<file path="config.mk">
export PLATFORM = sky130hd
export DESIGN_NAME = div_seq
export DESIGN_NICKNAME = d
export VERILOG_FILES = /design/src/rtl/div_seq.sv
export SDC_FILE = /design/constraint.sdc
export NUM_CORES = 1
export LEC_CHECK = 0
export BUFFER_PORTS_ARGS = -buffer_cell sky130_fd_sc_hd__clkbuf_2
export CAP_MARGIN = 20
export CORE_MARGIN = 2
export CORE_UTILIZATION = 55
export CTS_CLUSTER_SIZE = 30
export DETAILED_ROUTE_END_ITERATION = 8
export HOLD_SLACK_MARGIN = 0.02
export PLACE_DENSITY = 0.88
export SLEW_MARGIN = 20
export SYNTH_ARGS = -nofsm -noshare
export SYNTH_HDL_FRONTEND = slang
export SYNTH_SLANG_ARGS = --single-unit
</file>
<file path="constraint.sdc">
create_clock -name clk -period 5.4 [get_ports clk]
set_input_delay 0.81 -clock clk [delete_from_list [all_inputs] [get_ports clk]]
set_output_delay 0.81 -clock clk [all_outputs]
set_load 0.01 [all_outputs]
</file>
<file path="src/rtl/div_seq.sv">
// Sequential unsigned restoring divider with run-time divisor.
// One quotient bit per cycle, MSB first; a zero divisor is flagged instead of iterating.
module div_seq #(
  parameter int DATA_W = 16,
  parameter int DIV_W  = 4
) (
  input  logic              clk,
  input  logic              rst_n,
  input  logic              start,
  input  logic [DATA_W-1:0] data,
  input  logic [DIV_W-1:0]  divisor,
  output logic              busy,
  output logic              valid,
  output logic [DATA_W-1:0] q,
  output logic [DIV_W-1:0]  reminder,
  output logic              div_by_zero
);

  localparam int CNT_W = $clog2(DATA_W + 1);

  typedef enum logic {
    IDLE = 1'b0,
    CALC = 1'b1
  } state_t;

  state_t              r_state;
  logic [DATA_W-1:0]   r_dividend;
  logic [DIV_W-1:0]    r_divisor;
  logic [DIV_W-1:0]    r_pr;
  logic [DATA_W-2:0]   r_quot;
  logic [CNT_W-1:0]    r_cnt;
  logic                r_dbzPend;
  logic                r_busy;
  logic                r_valid;
  logic [DATA_W-1:0]   r_q;
  logic [DIV_W-1:0]    r_rem;
  logic                r_dbz;

  logic [DIV_W:0]      w_prShift;
  logic [DIV_W:0]      w_diff;
  logic                w_ge;
  logic [DIV_W-1:0]    w_prNext;
  logic [DATA_W-1:0]   w_quotNext;
  logic                w_last;

  // The partial remainder stays below the divisor, so the shifted value is
  // under twice the divisor and the difference's top bit acts as the borrow.
  assign w_prShift  = {r_pr, r_dividend[DATA_W-1]};
  assign w_diff     = w_prShift - {1'b0, r_divisor};
  assign w_ge       = ~w_diff[DIV_W];
  assign w_prNext   = w_ge ? w_diff[DIV_W-1:0] : w_prShift[DIV_W-1:0];
  assign w_quotNext = {r_quot, w_ge};
  assign w_last     = (r_cnt == CNT_W'(DATA_W - 1));

  always_ff @(posedge clk or negedge rst_n) begin
    if (!rst_n) begin
      r_state    <= IDLE;
      r_dividend <= '0;
      r_divisor  <= '0;
      r_pr       <= '0;
      r_quot     <= '0;
      r_cnt      <= '0;
      r_dbzPend  <= 1'b0;
      r_busy     <= 1'b0;
      r_valid    <= 1'b0;
      r_q        <= '0;
      r_rem      <= '0;
      r_dbz      <= 1'b0;
    end else begin
      r_valid <= 1'b0;
      case (r_state)
        IDLE: begin
          if (r_dbzPend) begin
            r_valid <= 1'b1;
            r_dbz   <= 1'b1;
            r_q     <= '1;
            r_rem   <= '0;
          end
          r_dbzPend <= 1'b0;
          if (start) begin
            if (divisor == '0) begin
              r_dbzPend <= 1'b1;
            end else begin
              r_dividend <= data;
              r_divisor  <= divisor;
              r_pr       <= '0;
              r_quot     <= '0;
              r_cnt      <= '0;
              r_busy     <= 1'b1;
              r_state    <= CALC;
            end
          end
        end
        CALC: begin
          r_pr       <= w_prNext;
          r_dividend <= {r_dividend[DATA_W-2:0], 1'b0};
          r_quot     <= w_quotNext[DATA_W-2:0];
          r_cnt      <= r_cnt + 1'b1;
          if (w_last) begin
            r_q     <= w_quotNext;
            r_rem   <= w_prNext;
            r_valid <= 1'b1;
            r_dbz   <= 1'b0;
            r_busy  <= 1'b0;
            r_state <= IDLE;
          end
        end
        default: r_state <= IDLE;
      endcase
    end
  end

  assign busy        = r_busy;
  assign valid       = r_valid;
  assign q           = r_q;
  assign reminder    = r_rem;
  assign div_by_zero = r_dbz;

endmodule

</file>
* Yosys cells after proc, flatten, opt, wreduce, memory -nomap -nowiden *
Index checks and enable logic that the tools add are counted.

word-level totals
  bits in registers = 69
  logic and storage cells = 61

operators by class
  add/subtract/negate cells = 2
  eq/ne operators = 5
  mux-type cells = 34
  bitwise logic cells = 3
  reduce and logical (&&, ||, !) cells = 5

operators with widths
  operator                                       count
  2-to-1 mux 16 bit                              4
  case mux 16 bit (2 select lines)               2
  2-to-1 mux 15 bit                              2
  case mux 15 bit (2 select lines)               1
  2-to-1 mux 4 bit                               5
  case mux 4 bit (2 select lines)                2
  2-to-1 mux 1 bit                               11
  2-to-1 mux 5 bit                               2
  case mux 5 bit (2 select lines)                1
  case mux 1 bit (2 select lines)                4
  != test 2 bit, second input constant           3
  AND reduction 3 bit                            2
  adder 5 x 1 -> 5 bit, second input constant    1
  == test 5 x 4 -> 1 bit, second input constant  1
  subtractor 5 x 4 -> 5 bit                      1
  zero test 4 bit                                1
  AND reduction 2 bit                            2
  inverter 1 bit                                 3
  != test 2 x 1 -> 1 bit, second input constant  1

* Depth between registers and ports, before layout *
  depth after elaboration = 4
  mapped depth = 8

* Least setup slack after synthesis *
Ideal clock, no wire load.

  path kind = flip-flop to flip-flop
  start = reg r_dividend[15]
  end = reg r_rem[0] (netlist: reminder[0])
  setup time = 0.077 ns
  data arrival time = 2.030 ns
  path slack = 3.293 ns
  cell stages (with the launch flop) = 9
  clock period less this slack = 2.107 ns
  path through = dfrtp_1 inv_1 ha_1 fa_1 nand2b_1 a21oi_2 xor2_2 mux2_2 o21ai_1

between the ends
  cells in the longest elaborated chain, start to end = 4

RTL lines
  element                              line  text
  start, declared                      27    logic [DATA_W-1:0] r_dividend;
  start signal, assigned               84    r_dividend <= data;
  start signal, assigned               96    r_dividend <= {r_dividend[DATA_W-2:0], 1'b0};
  subtractor 5 x 4 -> 5 bit            49    assign w_diff = w_prShift - {1'b0, r_divisor};
  2-to-1 mux 4 bit (*)                 51    assign w_prNext = w_ge ? w_diff[DIV_W-1:0] : w_prShift[DIV_W-1:0];
  2-to-1 mux 4 bit (*)                 99    if (w_last) begin
  case mux 4 bit (2 select lines) (*)  71    case (r_state)
  end signal, assigned                 101   r_rem <= w_prNext;
  end, declared                        36    logic [DIV_W-1:0] r_rem;

Every way passes the cells marked *; elsewhere a longest branch is shown, timed or not. The select of a mux whose other input is x is not followed.
A chain may end at the register's enable or synchronous reset.

* Worst setup path after layout *
  start = in divisor[1]
  end = reg r_divisor[0]

between the ends
  cells in the longest elaborated chain, start to end = 3

RTL lines
  element                        line  text
  start, declared                11    input logic [DIV_W-1:0] divisor,
  zero test 4 bit                81    if (divisor == '0) begin
  inverter 1 bit (no line)       --
  AND reduction 3 bit (no line)  --
  end signal, assigned           85    r_divisor <= divisor;
  end, declared                  28    logic [DIV_W-1:0] r_divisor;

Every way passes these cells.

==> run_results.csv <==
group,metric,value,unit
run_status,status,"complete, no violations",
route,firstDrtPassIters,5,
global_routing,grt_overflow,0,
clock_tree,cts_tree,"yes",
final_layout,drive_above_1_share,19.9,%
sta,setup_viol,0,
route,wl,5880,um
route,wl_per_cell,13.9,um
place,dpl_cell_area,3270,um^2
clock_tree,clk-insertion-delay-late,0.34,ns
route,via_per_inst,5.30,
floorplanning,die_h,78.4,um
floorplanning,core_area,5440,um^2
synth,ys_ff_latch,69,
synth,synth_area,3040,um^2
critical_path,critPathCaptureType,"flop",
floorplanning,initial_core_util,55.9,%
clock_tree,ctsResizeCount,0,
pwr,p_total,1990,uW
global_routing,grt_first_pass_wirelength,10100,um
clock_tree,post_cts_buffers,0,
place,place_congestion,0.779,
final_layout,finalInstanceArea,3470,um^2
final_layout,area_growth,14.2,%
pwr,p_per_area,573,nW/um^2
synth,syn_inst,309,
final_layout,insertedDiodeCount,0,
clock_tree,ctsLongestPathBuffers,2,
critical_path,start_kind,"primary input",
clock_tree,clock-sinks,69,
place,port-buffer-count,45,
synth,yosysUniqueCellTypes,31,
pwr,p_leak,0.00167,uW
run,maxCapViolations,0,
worst_hold_path,hold_class,"flop to flop",
sta,fin_crit,2.48,ns
synth,yosys_warnings,0,
synth,avgSynthCellArea,9.84,um^2
critical_path,crit_required,5.63,ns
sta,slew_viol_final,0,
clock_tree,cts-buffers-inserted,9,
critical_path,worstPathArrival,2.70,ns
place,dp_hpwl,3930,um
route,drt_iter0_drc,148,
floorplanning,die_area,6140,um^2
sta,clock.fmax,404,MHz
sta,rsz0062_at_grt,"no",
sta,tightest_slew,1.07,ns
sta,max_slew_margin,28.3,%
final_layout,fill_cells,420,
floorplanning,fp.dieW,78.4,um
sta,tns,0,ns
global_routing,antenna_found_initial,0,
critical_path,critical_path_class,"primary input to flop",
global_routing,grt_max_degree,78,
sta,finClkSkew,0.0101,ns
final_layout,layout.nets,378,
sta,hold_viol,0,
clock_tree,ctsHoldBuffers,0,
synth,synth_sequential_area_ratio,56.8,%
route,vias,2246,
synth,synth_fp_nets,339,
clock_tree,htree_levels,3,
clock_tree,clk_pin_slew,0.07,ns
critical_path,path_max_fanout,26,
final_layout,final_cells,424,
global_routing,grt_usage,21.2,%
sta,period_share,45.9,%
final_layout,seqCellArea,1730,um^2
route,ant_nets,0,
final_layout,multi_input_area,1180,um^2
place,dp.cells,409,
floorplanning,io_pins,46,
clock_tree,cts-root-buf,"clkbuf_8",
floorplanning,rows,27,
pwr,vdd_drop_max,0.325,mV
route,drcViolationCount,0,
global_routing,grt_pass1_vias,2223,
flip-flops by register name, indices dropped and copies added, names as in the netlist:
name and cells:
q 16, r_dividend 16, r_quot 15, r_cnt 5, r_divisor 4, r_pr 4, reminder 4, busy 1
div_by_zero 1, r_dbzPend 1, r_state 1, valid 1
critical path, cell delays in order:
cell and delay, ns:
clkbuf_2 0.10, nor4_2 0.35, nand2b_1 0.87, nor2_2 0.22, mux2_4 0.35
worst paths after layout:
| path | from | cells past startpoint | endpoint | slack (ns) |
|---|---|---|---|---|
| setup / recovery | divisor[1] | 5 | r_divisor[0] | 2.92 |
| hold / removal | r_dividend[2] | 2 | r_dividend[3] | 0.48 |
| setup reg to reg | r_dividend[15] | 8 | r_pr[0] | 3.06 |
| hold reg to reg | r_dividend[2] | 2 | r_dividend[3] | 0.48 |
| max in group asynchronous | rst_n | 2 | r_state | 4.10 |
| min in group asynchronous | rst_n | 2 | r_dividend[7] | 0.66 |
Yosys cell counts (all sizes together):
cell type | n | share of area, %
nand2 | 89 | 11
dfrtp | 69 | 57
o21ai | 47 | 7.7
nand3 | 19 | 3.1
mux2i | 18 | 5.9
clkbuf | 12 | 1.5
inv | 9 | 1.1
a21oi | 7 | 1.3
buf | 7 | 1.9
ha | 6 | 2.5
nor2 | 5 | 0.78
mux2 | 3 | 1.2
o22a | 3 | 0.86
xor2 | 3 | 1.1
nand2b | 2 | 0.41
xnor2 | 2 | 0.58
and2 | 1 | 0.21
and3 | 1 | 0.21
fa | 1 | 0.66
nor2b | 1 | 0.21
nor3 | 1 | 0.16
nor4 | 1 | 0.41
o21bai | 1 | 0.25
o22ai | 1 | 0.21
layer usage:
metal  share of wire (%)  vias up  global-route usage (%)
li1                    -     1101                       -
met1                  43     1088                    26.1
met2                  51       44                    35.3
met3                 3.3       13                    4.94
met4                 2.5        0                    10.7
met5                   0        -                       0
power breakdown:
group	leakage, uW	switching, uW	internal, uW
clock	0.0000947	187	236
combinational	0.000740	370	305
sequential	0.000840	169	724
cell usage in the layout, fill, tap and decap left out, types with 2 or more instances in the layout:
cell type,synthesis,routed
nand3_1,19,19
mux2i_1,18,18
nand2b_1,2,2
nand2_1,89,89
nor2_1,3,3
a21oi_1,6,6
ha_1,6,6
o22a_1,3,3
dfrtp_1,69,68
o21ai_0,37,37
o21ai_1,10,10
nor2_2,2,2
inv_1,9,9
clkbuf_8,0,11
xnor2_1,2,2
clkinvlp_4,0,2
xor2_1,2,2
mux2_2,2,2
buf_4,1,2
clkbuf_2,0,44
final cells by class:
type | count | area share, %
inverters | 9 | 0.972
multi-input cells | 212 | 34.0
clock inverters | 3 | 1.30
flip-flops and latches | 69 | 49.8
repair buffers | 47 | 6.91
clock buffers | 12 | 4.47
well taps | 72 | 2.59
cell families after synthesis:
kind of cell | Yosys count | share of synthesized area [%]
buffers and inverters | 28 | 4.44
XOR/XNOR | 5 | 1.69
AND/OR/NAND/NOR | 120 | 16.5
adder cells (fa/ha/maj) | 7 | 3.13
flip-flops | 69 | 56.8
multiplexers | 21 | 7.16
AO/OA/AOI/OAI | 59 | 10.3
stage by stage:
| step | util [%] | hold slack (ns) | setup WS, ns |
|---|---|---|---|
| 2_1_floorplan | - | 0.449 | 3.29 |
| 3_3_place_gp | 60.2 | 0.463 | 2.63 |
| 3_5_place_dp | 60.2 | 0.474 | 2.59 |
| 4_1_cts | 63.8 | 0.489 | 2.80 |
| 5_1_grt | 63.9 | 0.518 | 2.79 |
| 6_report | 63.9 | 0.482 | 2.92 |
No activity file was read; power rests on OpenSTA's default activity.
